--- config.mk ---
export PLATFORM = sky130hd
export DESIGN_NAME = flop_chain_pipe
export DESIGN_NICKNAME = d
export VERILOG_FILES = /design/src/rtl/flop_chain_pkg.sv /design/src/rtl/flop_chain_stage.sv /design/src/rtl/flop_chain_pipe.sv
export SDC_FILE = /design/constraint.sdc
export NUM_CORES = 1
export LEC_CHECK = 0
export ABC_AREA = 0
export CAP_MARGIN = 5
export CELL_PAD_IN_SITES_DETAIL_PLACEMENT = 0
export CELL_PAD_IN_SITES_GLOBAL_PLACEMENT = 2
export CORE_MARGIN = 2
export CORE_UTILIZATION = 25
export DETAILED_ROUTE_END_ITERATION = 16
export HOLD_SLACK_MARGIN = 0.08
export PLACE_DENSITY_LB_ADDON = 0.15
export SYNTH_ARGS = -nofsm -noshare
export SYNTH_HDL_FRONTEND = slang
export SYNTH_SLANG_ARGS = --single-unit
--- constraint.sdc ---
create_clock -name clk -period 1.9 [get_ports clk]
set_input_delay 0.38 -clock clk [delete_from_list [all_inputs] [get_ports clk]]
set_output_delay 0.38 -clock clk [all_outputs]
set_load 0.02 [all_outputs]
--- src/rtl/flop_chain_pkg.sv ---
// Shared mode encodings, per-stage next-value selects and sizing helper
// for the flop_chain_pipe register chain.
package flop_chain_pkg;

  localparam logic [1:0] MODE_HOLD   = 2'b00;
  localparam logic [1:0] MODE_SHIFT  = 2'b01;
  localparam logic [1:0] MODE_LOAD   = 2'b10;
  localparam logic [1:0] MODE_ROTATE = 2'b11;

  typedef enum logic [1:0] {
    SEL_KEEP = 2'b00,
    SEL_PREV = 2'b01,
    SEL_LOAD = 2'b10
  } stage_sel_t;

  // Wide enough to count 0..depth inclusive.
  function automatic int occ_width(input int depth);
    return $clog2(depth + 1);
  endfunction

endpackage

--- src/rtl/flop_chain_stage.sv ---
// One chain stage: WIDTH-bit data register plus valid bit, selecting
// between keep, previous stage and parallel load each edge.
module flop_chain_stage
  import flop_chain_pkg::*;
#(
  parameter int WIDTH = 1
) (
  input  logic             clk,
  input  logic             reset,
  input  logic [1:0]       sel,
  input  logic [WIDTH-1:0] prev_data,
  input  logic             prev_valid,
  input  logic [WIDTH-1:0] load_value,
  output logic [WIDTH-1:0] data,
  output logic             valid
);

  always_ff @(posedge clk) begin
    if (reset) begin
      data  <= '0;
      valid <= 1'b0;
    end else begin
      case (sel)
        SEL_PREV: begin
          data  <= prev_data;
          valid <= prev_valid;
        end
        SEL_LOAD: begin
          data  <= load_value;
          valid <= 1'b1;
        end
        default: ;
      endcase
    end
  end

endmodule

--- src/rtl/flop_chain_pipe.sv ---
// WIDTH x DEPTH register chain with per-stage valids and an incrementally
// maintained occupancy count; modes hold, shift, parallel load and rotate.
module flop_chain_pipe
  import flop_chain_pkg::*;
#(
  parameter int WIDTH = 1,
  parameter int DEPTH = 4,
  parameter int OCC_W = occ_width(DEPTH)
) (
  input  logic                   clk,
  input  logic                   reset,
  input  logic [1:0]             mode,
  input  logic [WIDTH-1:0]       a,
  input  logic                   a_valid,
  input  logic [DEPTH*WIDTH-1:0] load_data,
  output logic [WIDTH-1:0]       z,
  output logic                   z_valid,
  output logic [DEPTH*WIDTH-1:0] stages,
  output logic [DEPTH-1:0]       stage_valid,
  output logic [OCC_W-1:0]       occupancy
);

  logic [WIDTH-1:0] data_q  [DEPTH];
  logic             valid_q [DEPTH];
  logic [1:0]       sel;
  logic [WIDTH-1:0] head_data;
  logic             head_valid;

  always_comb begin
    sel = SEL_KEEP;
    case (mode)
      MODE_SHIFT, MODE_ROTATE: sel = SEL_PREV;
      MODE_LOAD:               sel = SEL_LOAD;
      default:                 sel = SEL_KEEP;
    endcase
  end

  // Stage 0 takes the serial input when shifting and the tail when rotating;
  // with DEPTH=1 the tail is stage 0 itself, so rotate degenerates to hold.
  always_comb begin
    head_data  = a;
    head_valid = a_valid;
    if (mode == MODE_ROTATE) begin
      head_data  = data_q[DEPTH-1];
      head_valid = valid_q[DEPTH-1];
    end
  end

  for (genvar i = 0; i < DEPTH; i++) begin : g_stage
    if (i == 0) begin : g_head
      flop_chain_stage #(.WIDTH(WIDTH)) u_stage (
        .clk        (clk),
        .reset      (reset),
        .sel        (sel),
        .prev_data  (head_data),
        .prev_valid (head_valid),
        .load_value (load_data[0 +: WIDTH]),
        .data       (data_q[0]),
        .valid      (valid_q[0])
      );
    end else begin : g_body
      flop_chain_stage #(.WIDTH(WIDTH)) u_stage (
        .clk        (clk),
        .reset      (reset),
        .sel        (sel),
        .prev_data  (data_q[i-1]),
        .prev_valid (valid_q[i-1]),
        .load_value (load_data[i*WIDTH +: WIDTH]),
        .data       (data_q[i]),
        .valid      (valid_q[i])
      );
    end
  end

  always_comb begin
    stages      = '0;
    stage_valid = '0;
    for (int i = 0; i < DEPTH; i++) begin
      stages[i*WIDTH +: WIDTH] = data_q[i];
      stage_valid[i]           = valid_q[i];
    end
  end

  assign z       = data_q[DEPTH-1];
  assign z_valid = valid_q[DEPTH-1];

  // Only shift and load move the count; rotate and hold preserve the valid set.
  always_ff @(posedge clk) begin
    if (reset) begin
      occupancy <= '0;
    end else begin
      case (mode)
        MODE_LOAD: occupancy <= OCC_W'(DEPTH);
        MODE_SHIFT: begin
          if (a_valid && !valid_q[DEPTH-1])
            occupancy <= occupancy + OCC_W'(1);
          else if (!a_valid && valid_q[DEPTH-1])
            occupancy <= occupancy - OCC_W'(1);
        end
        default: ;
      endcase
    end
  end

endmodule
Word-level counts from Yosys, hierarchy flattened
Cells that the tools add are included.
{"block": "op_classes", "add_sub_neg": 2, "mul": 0, "div_mod_pow": 0, "magnitude_cmp": 0, "n_eq_ne": 6, "n_shift": 0, "mux": 14, "bitwise": 0, "n_reduce_logical": 8}
{"cell": "1-bit case mux with 2 select lines", "count": 8}
{"cell": "2-bit == test, second input constant", "count": 3}
{"cell": "3-bit 2-to-1 mux", "count": 2}
{"cell": "3-bit case mux with 2 select lines", "count": 1}
{"cell": "2-bit by 1-bit == test with 1-bit output, second input constant", "count": 2}
{"cell": "2-bit case mux with 2 select lines", "count": 1}
{"cell": "2-bit nonzero test", "count": 2}
{"cell": "3-bit by 1-bit adder with 3-bit output, second input constant", "count": 1}
{"cell": "3-bit != test, second input constant", "count": 1}
{"cell": "3-bit by 1-bit subtractor with 3-bit output, second input constant", "count": 1}
{"cell": "1-bit logical AND", "count": 2}
{"cell": "1-bit zero test", "count": 2}
{"cell": "1-bit 2-to-1 mux", "count": 2}
{"cell": "2-bit AND reduction", "count": 1}
{"cell": "2-bit OR reduction", "count": 1}
{"block": "word_totals", "ff_bits": 11, "latch_bits": 0, "ramBits": 0, "mem_bits_ro": 0, "input_bits": 10, "output_inout_bits": 13, "memories": 0}

Logic depth before layout (Yosys ltp)
Gate-level depths: netlist of the first run.
{"block": "logic_depth", "ltp_word": 5, "mapped_depth": 7, "depth_no_buf": 7}

Modules after synthesis
Synthesis of the first run repeated with hierarchy kept, for this count alone.
{"block": "hier_totals", "hier_cells": 79, "area_unflattened_um2": 706.9}
{"mod": "flop_chain_stage", "n_inst": 4, "cells_each": 11, "area_each_um2": 105.1}
{"mod": "flop_chain_pipe", "n_inst": 1, "cells_each": 35, "area_each_um2": 286.5}

Worst setup path before layout of the first run
OpenSTA, ideal clock, no wires.
{"block": "synth_timing", "kind": "register to register", "from": "register g_stage[3].g_body.u_stage.valid", "to": "register occupancy[2]", "setup_ps": 86, "arrival_time_ps": 1582, "required_time_ps": 1814, "slack_ps": 232, "stages_incl_launch_ff": 8, "n_path_buf": 0, "synth_period_minus_slack_ps": 1668, "cell_sequence": "dfxtp_1 -> inv_1 -> ha_1 -> inv_1 -> fa_1 -> xnor2_1 -> a31o_1 -> a211oi_1"}
{"block": "synth_via", "elab_chain_cells": 4, "word_cells_on_any_way": 7, "cone_classes": "eq/ne: 1; mux: 2; reduce/logical: 4"}
{"element": "start: declaration", "line": "flop_chain_stage.sv:15", "text": "output logic valid"}
{"element": "start signal: assignment", "line": "flop_chain_stage.sv:26", "text": "valid <= prev_valid;"}
{"element": "1-bit zero test", "line": "flop_chain_pipe.sv:95", "text": "if (a_valid && !valid_q[DEPTH-1])"}
{"element": "1-bit logical AND", "line": "flop_chain_pipe.sv:95"}
{"element": "3-bit 2-to-1 mux or 3-bit != test (tied branches)"}
{"element": "3-bit case mux with 2 select lines or 2-bit AND reduction (tied branches)"}
{"element": "end signal: assignment", "line": "flop_chain_pipe.sv:93", "text": "MODE_LOAD: occupancy <= OCC_W'(DEPTH);"}
{"element": "end signal: assignment", "line": "flop_chain_pipe.sv:96", "text": "occupancy <= occupancy + OCC_W'(1);"}
{"element": "end signal: assignment", "line": "flop_chain_pipe.sv:98", "text": "occupancy <= occupancy - OCC_W'(1);"}
{"element": "end: declaration", "line": "flop_chain_pipe.sv:20", "text": "output logic [OCC_W-1:0] occupancy"}
Parallel ways exist; a longest one is shown, timed or not.
A chain may end at the register's enable or synchronous reset.

Final worst setup path of the first run
{"block": "layout_timing", "from": "input port a_valid", "to": "register occupancy[2]"}
{"block": "layout_via", "elab_chain_cells": 4, "word_cells_on_any_way": 7, "cone_classes": "eq/ne: 1; mux: 2; reduce/logical: 4"}
{"element": "start: declaration", "line": "flop_chain_pipe.sv:14", "text": "input logic a_valid,"}
{"element": "1-bit zero test", "line": "flop_chain_pipe.sv:97", "text": "else if (!a_valid && valid_q[DEPTH-1])"}
{"element": "1-bit logical AND", "line": "flop_chain_pipe.sv:97"}
{"element": "3-bit != test (no line)"}
{"element": "2-bit AND reduction (no line)"}
Parallel ways exist; a longest one is shown, timed or not.

==> metrics, run 1 <==
Final setup viols=0; leakage power=0.342 nW; I/O Buffers=22; first-pass GRT wire length=between 2 and 2.5 mm; router iterations before antenna repair=1; DR DRC count=0; count of different cell masters after synthesis=26; CP endpoint kind=flip-flop; hold depth=2; Routed Antenna Nets=0; Post-CTS Setup Bufs=0; fin crit period=1.86 ns; outcome=complete, no violations; ANT cells=0; most frequent cells in the layout=clkdlybuf4s50_1 (22), dfxtp_1 (11), nor3_1 (7); GP Congestion=0.641; YS warnings=0; Worst EP required=2.08 ns; clk buf depth=2; HP Class=flip-flop to flip-flop; Post-DP HPWL=1.01 mm; syn nets=80; dominant cells by area after synthesis=dfxtp_1 (34%), buf_4 (9.3%), nor2b_1 (5.8%); Fin. Hold Viols=0; Clock transition at path regs=0.07 ns; Max VDD drop=0.302 mV; Die Footprint=3010 um2; die outline height=54.9 um; commonest non-fill, non-tap cell in the layout=clkdlybuf4s50_1; max-cap violations=0; Synth top area share=between 30% and 40%; first-iteration detailed-routing DRC count=0; Pwr Density=659 nW/um2; initial antenna violation count=0; pre-CTS WS=-0.241 ns; CP Cell Sequence=clkdlybuf4s50_1, ha_2, inv_1, fa_2, xnor2_2, a31o_1, a211oi_2; # IOs=23; startpoint types=input pin; Die X=54.9 um; CTS Buf Count=3; clock root buffer=clkbuf_4; worst rel slew slack=64.8%; arrival time worst endpoint=2.04 ns; RSZ-0062 raised after global routing=yes; Yosys reg bits=11; HP Start=g_stage[1].g_body.u_stage.valid; # H-tree levels=1; DRT Wirelength=1.37 mm; Final WS setup=0.0403 ns; Fmax=538 MHz; R2R cell count=7; family with the most delay on the worst path=adder cells; total power=about 0.00060 W; WHS Endpoint=g_stage[2].g_body.u_stage.valid; later-pin clock latency in the skew report=0.27 ns; Synth Instances=68; Nets=a little under 100; WHS=0.516 ns; total congestion overflow=0; Syn Area/Cell=9.51 um2; worst r2r dst=occupancy[2]; clock sinks=11; Avg WL per Cell=11.9 um; placeable core area=around 2500 um2; type of the worst setup path=input pin to flip-flop; highest cell delay on the worst timing path=0.48 ns; Setup crit start=a_valid; Site Rows=18; Least-Margin Pin Slew=0.526 ns; flop2flop setup slack=0.23 ns; Post-Route Skew=0.00387 ns; layout cells sized above 1=about a fifth; Slew Limit Fails=0; Final Core Density=37.1%; CP max FO=2; via/cell ratio=4.55; vias in the first global route=505; CTS tree=built; cell taking the most area after synthesis=dfxtp_1; reg2reg start=g_stage[3].g_body.u_stage.valid; Seq/Total Area, Yosys=between 30% and 40%; Post-Syn Area=647 um2; Slowest-stage cell, CP=clkdlybuf4s50_1; gr usage total=roughly 11%; Vias=523; Initial Utilization=between 20% and 30%; area grow syn2layout=40.6%; CP bufs+invs=2; Tcrit/Tclk final=97.9%; largest net degree at the start of global routing=19
==> where the power goes <==
group	total [W]	internal [W]	switching (W)	leakage, nW
sequential	0.000262	0.000247	0.0000147	0.0908
clock	0.000158	0.0000812	0.0000771	0.0150
combinational	0.000180	0.000101	0.0000794	0.237
==> per-layer routing <==
| metal | part of all wire [%] | vias up | global-route usage (%) |
|---|---|---|---|
| li1 | - | 261 | - |
| met1 | 44 | 247 | 13.3 |
| met2 | 49 | 13 | 16.3 |
| met3 | 5.6 | 2 | 4.10 |
| met4 | 1.2 | 0 | 5.00 |
| met5 | 0 | - | 0 |
==> repair_timing <==
action	4_1_cts	5_1_grt
hold buffers	0	0
endpoints found under the setup margin	0	2
resized for setup	0	7
==> logic make-up (layout without fill, tap and decap cells) <==
group,count (synthesis),count (layout),synth area share [%]
multiplexers,7,7,13.3
XOR/XNOR,1,1,1.35
adder cells (fa/ha/maj),2,2,5.03
buffers and inverters,16,33,15.7
AO/OA/AOI/OAI,9,9,9.67
flip-flops,11,11,34.0
AND/OR/NAND/NOR,22,22,20.9
==> how the worst max path moves through the flow <==
stage / to / cells past startpoint / slack [ns]
after floorplan: occupancy[2] / 7 / 0.23
after global placement: occupancy[2] / 7 / -0.20
final: occupancy[2] / 7 / 0.04
after CTS: occupancy[2] / 7 / 0.03
after detailed placement: occupancy[1] / 7 / -0.24
after global routing: occupancy[2] / 7 / -0.01
==> final cells by class <==
class                      instances  area, um2
sequential                        11        220
multi-input combinational         41        364
fill                             257       1550
inverter                           3       11.3
timing repair buffer              26        250
clock buffer                       4       26.3
tap                               30       37.5
==> state kept, by name, indices dropped and copies added (netlist names) <==
name and cells:
g_stage.g_head.u_stage.valid 1, g_stage.g_head.u_stage.data 1, g_stage.g_body.u_stage.valid 3, occupancy 3, g_stage.g_body.u_stage.data 3
==> per-stage QoR <==
stage          cell area, um2  instances  TNS (ns)
2_1_floorplan             647         68         0
3_3_place_gp              845        111    -0.396
3_5_place_dp              845        111    -0.479
4_1_cts                   871        115         0
5_1_grt                   910        115   -0.0136
6_report                  910        115         0
==> synth_stat cells, drive strengths merged <==
cell	n
buf	12
a311oi	2
nor3	7
nor2	3
ha	1
mux2	3
a211oi	2
clkbuf	1
a31o	1
a21oi	2
o21ai	1
dfxtp	11
mux4	1
mux2i	3
nor2b	7
and2	1
inv	3
nand2b	1
fa	1
nor4bb	1
a31oi	1
nand3b	2
xnor2	1
==> worst reg2reg max path, stage by stage, from the launching register on <==
cell and delay [ns]:
dfxtp_1 0.33, inv_1 0.08, ha_2 0.18, inv_1 0.05
fa_2 0.35, xnor2_2 0.15, a31o_1 0.23, a211oi_2 0.20
(Power assumes the default switching activity.)
==> run 2, diff against run 1 <==
--- a/config.mk
+++ b/config.mk
@@ -13,7 +13,8 @@
 export CORE_UTILIZATION = 25
 export DETAILED_ROUTE_END_ITERATION = 16
 export HOLD_SLACK_MARGIN = 0.08
-export PLACE_DENSITY_LB_ADDON = 0.15
+export PLACE_DENSITY_LB_ADDON = 0.1
 export SYNTH_ARGS = -nofsm -noshare
 export SYNTH_HDL_FRONTEND = slang
 export SYNTH_SLANG_ARGS = --single-unit
+export TNS_END_PERCENT = 20
==> run 2 against run 1 <==
Effect of this change:
- combinational power increased by 4%
- highest routed layer unchanged
- clock power about the same
- cell count stayed put
- register-to-register slack about the same
- critical path type unchanged
- maximum frequency rose by 1.2%
- die area stayed put
==> metrics, run 2 (synthesized netlist as in run 1, its figures left out) <==
outcome=complete, no violations; Nets=98 (unchanged); area grow syn2layout=42.6%; RSZ-0062 raised after global routing=yes; Pwr Density=661 nW/um2 (+0.28%); Site Rows=18 (unchanged); total congestion overflow=0 (unchanged); GP Congestion=0.686 (+7.0%); clock sinks=11 (unchanged); cts hold-fix bufs=0 (unchanged); fin crit period=1.84 ns (-0.0220 ns); vias in the first global route=511 (+1.2%); HP Start=g_stage[2].g_body.u_stage.valid; biggest registers after layout=g_stage.g_body.u_stage.data x3, g_stage.g_body.u_stage.valid x3, occupancy x3; die outline height=54.9 um (unchanged); gr usage total=11.2% (+0.51 points); ANT cells=0 (unchanged); CP max FO=2 (unchanged); Fmax=544 MHz (+1.2%); Routed Antenna Nets=0 (unchanged); leakage power=0.347 nW (+1.4%); Final Core Density=37.6% (+0.51 points); Avg WL per Cell=13.1 um (+9.9%); Initial Utilization=26.4% (unchanged); Fin. Hold Viols=0 (unchanged); via/cell ratio=4.77 (+4.8%); first-pass GRT wire length=2.30 mm (+5.0%); reg2reg start=g_stage[3].g_body.u_stage.valid; CTS tree=built; commonest non-fill, non-tap cell in the layout=clkdlybuf4s50_1; Slew Limit Fails=0 (unchanged); Tcrit/Tclk final=96.7% (-1.2 points); Post-DP HPWL=1.00 mm (-0.47%); placeable core area=2450 um2 (unchanged); Die Footprint=3010 um2 (unchanged); type of the worst setup path=input pin to flip-flop; DRT Wirelength=1.50 mm (+9.9%); DR DRC count=0 (unchanged); clk buf depth=2 (unchanged); Max VDD drop=0.308 mV (+1.9%); first-iteration detailed-routing DRC count=4 (+4); arrival time worst endpoint=2.02 ns (-0.02 ns); startpoint types=input pin; Post-Route Skew=0.00678 ns (+0.00291 ns); most frequent cells in the layout=clkdlybuf4s50_1 (22), dfxtp_1 (11), nor3_1 (7); worst rel slew slack=63.2% (-1.6 points); Least-Margin Pin Slew=0.551 ns (+0.0245 ns); HP Class=flip-flop to flip-flop; # IOs=23 (unchanged); Vias=548 (+4.8%); # H-tree levels=1 (unchanged); later-pin clock latency in the skew report=0.27 ns (about the same); layout cells sized above 1=21.2% (unchanged); Worst EP required=2.08 ns (about the same); I/O Buffers=22 (unchanged); router iterations before antenna repair=4 (+3); clock root buffer=clkbuf_4; max-cap violations=0 (unchanged); initial antenna violation count=0 (unchanged); largest net degree at the start of global routing=19 (unchanged); Clock transition at path regs=0.07 ns (about the same); Setup crit start=a_valid; Die X=54.9 um (unchanged); # fillers=261 (+1.6%); Final setup viols=0 (unchanged); CTS Buf Count=3 (unchanged); total power=0.000610 W (+1.7%); CP endpoint kind=flip-flop
==> run 2: changes by cell type in the layout (fill, tap and decap cells not counted) <==
cell and change:
buf_12 +1, buf_4 -1
==> run 2: power by group <==
part / total (W) / switching [W] / internal [W] / leakage (nW)
sequential: 0.000262 / 0.0000155 / 0.000247 / 0.0908
combinational: 0.000187 / 0.0000822 / 0.000104 / 0.241
clock: 0.000161 / 0.0000794 / 0.0000812 / 0.0150
total: 0.000610 / 0.000177 / 0.000433 / 0.347
==> run 2: what timing repair did <==
| action | 4_1_cts | 5_1_grt |
|---|---|---|
| buffers inserted | 0 | 1 |
| setup endpoints to repair | 0 | 2 |
| resized for setup | 0 | 7 |
==> run 2: final timing paths <==
kind / depth (start not counted) / slack, ns / to
hold / removal: 2 / 0.53 / g_stage[3].g_body.u_stage.valid
setup / recovery: 7 / 0.06 / occupancy[2]
setup reg to reg: 7 / 0.24 / occupancy[2]
hold reg to reg: 2 / 0.53 / g_stage[3].g_body.u_stage.valid
==> run 2: area by class of cell <==
class | instances | area (um2) | area share (%)
Inverter | 3 | 11.3 | 1.22
Sequential cell | 11 | 220 | 23.9
Multi-Input combinational cell | 41 | 364 | 39.5
Tap cell | 30 | 37.5 | 4.07
Timing Repair Buffer | 26 | 263 | 28.5
Clock buffer | 4 | 26.3 | 2.85
==> run 2: metal layers <==
metal / vias up / routed length, um / global-route usage (%)
met3: 2 / 79 / 5.74
met4: 0 / 15 / 3.75
met2: 15 / 769 / 17.9
li1: 260 / - / -
met5: - / 0 / 0
met1: 271 / 638 / 12.9
==> run 2: through the flow <==
stage / hold slack, ns / cells / setup slack, ns / area, um2 / setup TNS, ns
after floorplan: 0.444 / 68 / 0.232 / 647 / 0
after global placement: 0.526 / 110 / -0.249 / 850 / -0.438
after detailed placement: 0.524 / 110 / -0.280 / 850 / -0.484
after CTS: 0.535 / 114 / 0.00129 / 876 / 0
after global routing: 0.566 / 115 / -0.0212 / 922 / -0.0212
final: 0.527 / 115 / 0.0623 / 922 / 0
==> run 2: worst max-delay path: stages <==
cell             delay, ns
clkdlybuf4s50_1       0.48
ha_2                  0.18
inv_1                 0.05
fa_2                  0.35
xnor2_2               0.15
a31o_1                0.22
a211oi_2              0.20
